$ cat config.mk
export PLATFORM = sky130hd
export DESIGN_NAME = mm_game_engine
export DESIGN_NICKNAME = d
export VERILOG_FILES = /design/src/rtl/mm_game_pkg.sv /design/src/rtl/mm_score_counter.sv /design/src/rtl/mm_game_engine.sv
export SDC_FILE = /design/constraint.sdc
export NUM_CORES = 1
export LEC_CHECK = 0
export CORE_MARGIN = 5
export CORE_UTILIZATION = 40
export CTS_CLUSTER_DIAMETER = 40
export CTS_CLUSTER_SIZE = 8
export DETAILED_ROUTE_END_ITERATION = 8
export DONT_BUFFER_PORTS = 1
export GPL_TIMING_DRIVEN = 0
export PLACE_DENSITY = 0.66
export SYNTH_ARGS = -nofsm -noshare
export SYNTH_HDL_FRONTEND = slang
export SYNTH_SLANG_ARGS = --single-unit
$ cat constraint.sdc
create_clock -name clk -period 5.5 [get_ports clk]
set_clock_uncertainty 0.2 [all_clocks]
set_input_delay 0.55 -clock clk [delete_from_list [all_inputs] [get_ports clk]]
set_output_delay 0.55 -clock clk [all_outputs]
set_load 0.05 [all_outputs]
$ cat src/rtl/mm_game_pkg.sv
`default_nettype none
// ============================================================================
//  Module      : mm_game_pkg
//  Description : Shared types for the multi-mode counter game.
//                ctrl_e  - counter step command encoding
//                who_e   - game-result encoding on the who output
//                state_e - PLAY/END game state
//  Revision    : 1.0 - initial release
// ============================================================================
package mm_game_pkg;

    typedef enum logic [1:0] {
        UP1 = 2'b00,
        UP2 = 2'b01,
        DN1 = 2'b10,
        DN2 = 2'b11
    } ctrl_e;

    typedef enum logic [1:0] {
        WHO_NONE   = 2'b00,
        WHO_LOSER  = 2'b01,
        WHO_WINNER = 2'b10
    } who_e;

    typedef enum logic [0:0] {
        PLAY = 1'b0,
        END  = 1'b1
    } state_e;

endpackage : mm_game_pkg
`default_nettype wire

$ cat src/rtl/mm_score_counter.sv
`default_nettype none
// ============================================================================
//  Module      : mm_score_counter
//  Description : Saturating tally for one kind of game event.
//                Increments on i_inc, clears on i_clr, never exceeds LIMIT.
//                o_hit flags that the increment being applied this cycle
//                brings the tally to LIMIT.
//  Ports       : clk, rst (sync, active-high), i_inc, i_clr,
//                o_score [SCORE_W], o_hit
//  Revision    : 1.0 - initial release
// ============================================================================
module mm_score_counter #(
    parameter int SCORE_W = 4,
    parameter int LIMIT   = 15
) (
    input  logic               clk,
    input  logic               rst,
    input  logic               i_inc,
    input  logic               i_clr,
    output logic [SCORE_W-1:0] o_score,
    output logic               o_hit
);

    localparam logic [SCORE_W-1:0] c_LIMIT    = SCORE_W'(LIMIT);
    localparam logic [SCORE_W-1:0] c_LIMIT_M1 = SCORE_W'(LIMIT - 1);

    logic [SCORE_W-1:0] r_score;

    always_ff @(posedge clk) begin
        if (rst) begin
            r_score <= '0;
        end else if (i_clr) begin
            r_score <= '0;
        end else if (i_inc && (r_score != c_LIMIT)) begin
            r_score <= r_score + SCORE_W'(1);
        end
    end

    assign o_score = r_score;
    assign o_hit   = i_inc && !i_clr && (r_score == c_LIMIT_M1);

endmodule : mm_score_counter
`default_nettype wire

$ cat src/rtl/mm_game_engine.sv
`default_nettype none
// ============================================================================
//  Module      : mm_game_engine
//  Description : Multi-mode counter game. A WIDTH-bit up/down counter steps
//                by 1 or 2 (or a programmable step), pulses winner/loser on
//                writing all-ones/all-zeros, tallies the pulses and ends a
//                game (gameover/who) when a tally reaches LIMIT, after which
//                all play state restarts.
//  Options     : MM_PROG_STEP_EN - adds the 'step' input; ctrl[0]=1 then
//                steps by 'step' instead of 2 (step=0 holds).
//  Ports       : clk, rst (sync, active-high), en, ctrl[2], init,
//                init_val[WIDTH], [step[WIDTH]], count[WIDTH], winner,
//                loser, w_score[SCORE_W], l_score[SCORE_W], gameover,
//                who[2], games[8]
//  Revision    : 1.0 - initial release
// ============================================================================
module mm_game_engine
    import mm_game_pkg::*;
#(
    parameter int WIDTH   = 4,
    parameter int SCORE_W = 4,
    parameter int LIMIT   = 15
) (
    input  logic               clk,
    input  logic               rst,
    input  logic               en,
    input  logic [1:0]         ctrl,
    input  logic               init,
    input  logic [WIDTH-1:0]   init_val,
`ifdef MM_PROG_STEP_EN
    input  logic [WIDTH-1:0]   step,
`endif
    output logic [WIDTH-1:0]   count,
    output logic               winner,
    output logic               loser,
    output logic [SCORE_W-1:0] w_score,
    output logic [SCORE_W-1:0] l_score,
    output logic               gameover,
    output logic [1:0]         who,
    output logic [7:0]         games
);

    localparam logic [WIDTH-1:0]   c_MID   = WIDTH'((1 << (WIDTH - 1)) - 1);
    localparam logic [SCORE_W-1:0] c_LIMIT = SCORE_W'(LIMIT);

    state_e             r_state;
    state_e             w_state_next;
    logic [WIDTH-1:0]   r_count;
    logic [WIDTH-1:0]   w_count_next;
    logic [WIDTH-1:0]   w_step;
    logic [WIDTH-1:0]   w_stepped;
    logic               w_write;
    logic               r_winner;
    logic               r_loser;
    logic               w_clear;
    logic               w_winner;
    logic               w_loser;
    logic               w_w_hit;
    logic               w_l_hit;
    logic [SCORE_W-1:0] w_w_score;
    logic [SCORE_W-1:0] w_l_score;
    logic [7:0]         r_games;
    who_e               w_who;
    ctrl_e              w_ctrl;

    // The END cycle is the restart cycle: its closing edge clears play state.
    assign w_clear = (r_state == END);
    assign w_ctrl  = ctrl_e'(ctrl);

`ifdef MM_PROG_STEP_EN
    assign w_step = ((w_ctrl == UP2) || (w_ctrl == DN2)) ? step : WIDTH'(1);
`else
    assign w_step = ((w_ctrl == UP2) || (w_ctrl == DN2)) ? WIDTH'(2) : WIDTH'(1);
`endif

    // Modulo 2**WIDTH arithmetic: wrap-around is intentional.
    assign w_stepped = ((w_ctrl == DN1) || (w_ctrl == DN2)) ? (r_count - w_step)
                                                            : (r_count + w_step);

    // Count update; w_write marks edges that load a new value into count,
    // which is what qualifies a winner/loser pulse (a zero step is a hold).
    always_comb begin
        w_count_next = r_count;
        w_write      = 1'b0;
        if (w_clear) begin
            w_count_next = c_MID;
        end else if (init) begin
            w_count_next = init_val;
            w_write      = 1'b1;
        end else if (en && (w_step != '0)) begin
            w_count_next = w_stepped;
            w_write      = 1'b1;
        end
    end

    always_ff @(posedge clk) begin
        if (rst) begin
            r_count  <= c_MID;
            r_winner <= 1'b0;
            r_loser  <= 1'b0;
        end else begin
            r_count  <= w_count_next;
            r_winner <= w_write && (w_count_next == '1);
            r_loser  <= w_write && (w_count_next == '0);
        end
    end

    // A pulse landing in the END cycle is suppressed; tallies clear anyway.
    assign w_winner = r_winner && !w_clear;
    assign w_loser  = r_loser  && !w_clear;

    mm_score_counter #(
        .SCORE_W (SCORE_W),
        .LIMIT   (LIMIT)
    ) u_w_score (
        .clk     (clk),
        .rst     (rst),
        .i_inc   (w_winner),
        .i_clr   (w_clear),
        .o_score (w_w_score),
        .o_hit   (w_w_hit)
    );

    mm_score_counter #(
        .SCORE_W (SCORE_W),
        .LIMIT   (LIMIT)
    ) u_l_score (
        .clk     (clk),
        .rst     (rst),
        .i_inc   (w_loser),
        .i_clr   (w_clear),
        .o_score (w_l_score),
        .o_hit   (w_l_hit)
    );

    always_ff @(posedge clk) begin
        if (rst) begin
            r_state <= PLAY;
        end else begin
            r_state <= w_state_next;
        end
    end

    always_comb begin
        w_state_next = r_state;
        case (r_state)
            PLAY:    if (w_w_hit || w_l_hit) w_state_next = END;
            END:     w_state_next = PLAY;
            default: w_state_next = PLAY;
        endcase
    end

    always_comb begin
        w_who = WHO_NONE;
        if (w_clear) begin
            if (w_w_score == c_LIMIT) begin
                w_who = WHO_WINNER;
            end else if (w_l_score == c_LIMIT) begin
                w_who = WHO_LOSER;
            end
        end
    end

    always_ff @(posedge clk) begin
        if (rst) begin
            r_games <= 8'd0;
        end else if (w_clear) begin
            r_games <= r_games + 8'd1;
        end
    end

    assign count    = r_count;
    assign winner   = w_winner;
    assign loser    = w_loser;
    assign w_score  = w_w_score;
    assign l_score  = w_l_score;
    assign gameover = w_clear;
    assign who      = w_who;
    assign games    = r_games;

endmodule : mm_game_engine
`default_nettype wire

==> qor.txt <==
OUTCOME
----------------------------------------------------------------------------------------
Run status ................................................................    completed

WORST SETUP PATH
----------------------------------------------------------------------------------------
Crit path arrival time ....................................................      2.32 ns
Number of cells traversed by the worst register-to-register path ..........            7
Setup CP Type ............................................................. flip-flop to primary output
Required time of the critical path ........................................      4.75 ns
Critical register-to-register path startpoint ............................. count[0]$_SDFF_PP1_
Nature of the critical path endpoint ...................................... primary output
Peak fanout along the critical path .......................................            5
Critical Path Start Type ..................................................    flip-flop
Crit. Startpoint .......................................................... u_l_score.o_score[0]$_SDFFE_PP0P_

HOLD PATH
----------------------------------------------------------------------------------------
Startpoint of the lowest-slack hold path ..................................          rst
Worst Hold Class .......................................................... input port to flip-flop
Number of cells on the worst hold path ....................................            1

PLACE
----------------------------------------------------------------------------------------
Port buffer count .........................................................            0
DP Area ...................................................................     1344 µm²
Final weighted congestion in routability-driven placement .................       0.7988
Cell total after placement ................................................          194
Total half-perimeter wirelength after legalization and detailed placement .      2175 µm

SYNTH
----------------------------------------------------------------------------------------
Share of synthesized flip-flops with an asynchronous set or reset .........           0%
Number of warning messages in the yosys log ...............................            0
Portion of the post-synthesis area used by sequential elements ............       35.73%
Mean area per synthesized cell ............................................    8.592 µm²
Synthesized cell area .....................................................     1289 µm²
Synthesis-stage register bit count ........................................           23
Distinct cell type count of the synthesized netlist .......................           38
Post-synthesis cell count .................................................          150
Synth Flop Type ...........................................................      dfxtp_1
Nets in the synthesized netlist ...........................................          169
Number of enable-type register cells in the synthesized netlist ...........            0

TIMING
----------------------------------------------------------------------------------------
Fin. max-slew vios ........................................................            0
Number of endpoints failing setup at the final stage ......................            0
Min Tclk post-route .......................................................     3.072 ns
Unrepaired setup endpoints after global routing ...........................           no
Slew @ Worst Pin ..........................................................    0.9193 ns
Maximum operating frequency ...............................................    325.5 MHz
Number of hold violations in the final report .............................            0
Total negative slack ......................................................         0 ns
Normalized max-slew margin ................................................       38.49%
Minimum hold slack ........................................................    0.1412 ns
Tcrit/Tclk final ..........................................................       55.85%

CELLS AND AREA
----------------------------------------------------------------------------------------
Filler instances ..........................................................          320
Net count, final ..........................................................          174
Fraction of layout cells with a size suffix above 1 .......................       9.740%
Final instance area .......................................................     1370 µm²
ANT cells .................................................................            0
Syn-to-layout area delta ..................................................       6.310%
Cell Count, Final, Fillers Out ............................................          198

GLOBAL ROUTE
----------------------------------------------------------------------------------------
Pin count of the biggest net entering global routing ......................           13
Antenna violations before repair ..........................................            0
Met2 Track Usage GR .......................................................       23.51%
Top Usage Layer GRT .......................................................         met2
Overall global routing resource usage .....................................       13.79%
Met3 usage ................................................................       5.565%
M1 GR Usage ...............................................................       15.68%
Wire length of the first global-routing pass ..............................      4836 µm
Remaining global-route overflow ...........................................            0
Vias in the first global route ............................................        1,112

DIE
----------------------------------------------------------------------------------------
Vertical extent of the die ................................................     66.76 µm
Die boundary width ........................................................     66.76 µm
Die Outline Area ..........................................................     4457 µm²
Floorplan row count .......................................................           20
Core region area ..........................................................     3078 µm²
I/O pin total .............................................................           35
Initial Util ..............................................................       41.87%

CLOCK TREE
----------------------------------------------------------------------------------------
Clk slew on worst S/H paths ...............................................      0.12 ns
Post-cts gate resize count ................................................            0
H-tree lvl count ..........................................................            1
Later-pin clock latency in the skew report ................................      0.31 ns
Buffers inserted during post-CTS setup optimization .......................            0
Number of clock sinks seen by CTS .........................................           23
Hold_buf cts ..............................................................            0
Cell at the root of the clock tree ........................................     clkbuf_4
Bufs on Longest Clock Path ................................................            2
TritonCTS clock tree ......................................................        built
Clock buffers created by TritonCTS ........................................            3

POWER AND IR DROP
----------------------------------------------------------------------------------------
VDD IR-drop max ...........................................................    0.1029 mV
Overall power .............................................................    0.3006 mW
Power per cell area ....................................................... 219.4 nW/µm²
Static power due to leakage ...............................................    0.5532 nW

DRT
----------------------------------------------------------------------------------------
Antenna violation net count after detailed routing ........................            0
Wire length after detailed routing ........................................      2713 µm
Violation count after the first detailed-route iteration ..................           17
Post-detailed-route via-to-cell ratio .....................................        5.283
Number of vias in the routed layout .......................................        1,046
DR WL/cell ................................................................     13.70 µm
Remaining DRCs ............................................................            0
Number of search-and-repair iterations in the first detailed-routing pass .            4

FLOW RUN
----------------------------------------------------------------------------------------
Number of maximum-capacitance constraint violations .......................            0

## registers in the layout, summed over array words and instances, names as in the netlist
name and count:
u_l_score.o_score 4, games 8, r_loser 1, u_w_score.o_score 4, count 4, gameover 1, r_winner 1
## cell usage after synthesis (2+ instances only)
library cell,count,area [µm²]
xor2_1,6,52.55
or2_2,3,18.77
nor3_1,5,25.02
o21ai_0,3,15.01
nand2_1,6,22.52
dfxtp_1,23,460.4
and3_1,4,25.02
nand4_1,8,50.05
buf_4,2,15.01
ha_1,8,100.1
a21oi_1,8,40.04
nor3b_1,4,30.03
xnor2_1,5,43.79
nand3b_1,2,15.01
inv_1,10,37.54
a211o_1,2,17.52
nor4_2,2,25.02
a211oi_1,3,22.52
nor2_1,19,71.32
buf_2,2,10.01
nand3_1,2,10.01
nand2b_1,4,25.02
or3_1,2,12.51
clkbuf_1,2,7.510
and2_1,2,12.51
## where the power goes
group	switching [mW]	internal (mW)
combinational	0.0218	0.0159
sequential	0.0163	0.170
clock	0.0480	0.0283
## cell type report
cell class | instances | area, µm² | area share (%)
plain buffers | 7 | 43.79 | 3.196
flip-flops and latches | 23 | 460.4 | 33.61
well taps | 44 | 55.05 | 4.018
clock buffers | 4 | 26.28 | 1.918
inverters | 10 | 37.54 | 2.740
multi-input cells | 110 | 747.0 | 54.52
## through the flow
step           setup slack, ns  util [%]
3_5_place_dp             2.762     43.66
4_1_cts                  2.404     44.51
2_1_floorplan            2.916         -
3_3_place_gp             2.803     43.66
5_1_grt                  2.297     44.51
6_report                 2.428     44.51
## critical path, cell delays in order, from the launching register on
cell and delay [ns]:
dfxtp_1 0.73, ha_1 0.28, and3_1 0.23, nand2_1 0.07, nor2_1 0.70
## path summary, 6_finish.rpt
path,to,slack [ns]
worst max-delay path,who[0],2.43
worst min-delay path,count[0]$_SDFF_PP1_,0.14
worst max register to register,r_winner$_SDFF_PP0_,3.02
worst min register to register,u_w_score.o_score[1]$_SDFFE_PP0P_,0.48
## placed cells by master, fill, tap and decap left out, types with 2 or more instances in the layout
cell	count
a211o_1	2
a21oi_1	8
nor3_1	5
o21ai_0	3
nand3b_1	2
nand2_1	6
nand3_1	2
xor2_1	6
dfxtp_1	23
buf_2	2
nor4_2	2
ha_1	8
clkbuf_4	3
nor3b_1	4
xnor2_1	5
clkbuf_1	3
and2_1	2
and3_1	4
nand2b_1	4
nor2_1	19
buf_4	2
or2_2	3
nand4_1	8
inv_1	10
a211oi_1	3
or3_1	2
## layer usage
metal	share of wire (%)	wire [µm]
met1	42	1130
met4	1.1	30
met5	0	0
met2	49	1331
met3	8.1	220
## logic make-up (layout without fill, tap and decap cells)
group	Yosys count	in the layout	share of synthesized area, %
buffers and inverters	17	21	6.311
flip-flops	23	23	35.73
AO/OA/AOI/OAI	20	20	10.10
adder cells (fa/ha/maj)	9	9	9.321
AND/OR/NAND/NOR	69	69	30.29
multiplexers	1	1	0.7767
XOR/XNOR	11	11	7.476
Note: power is estimated with default switching activity, not from simulation.
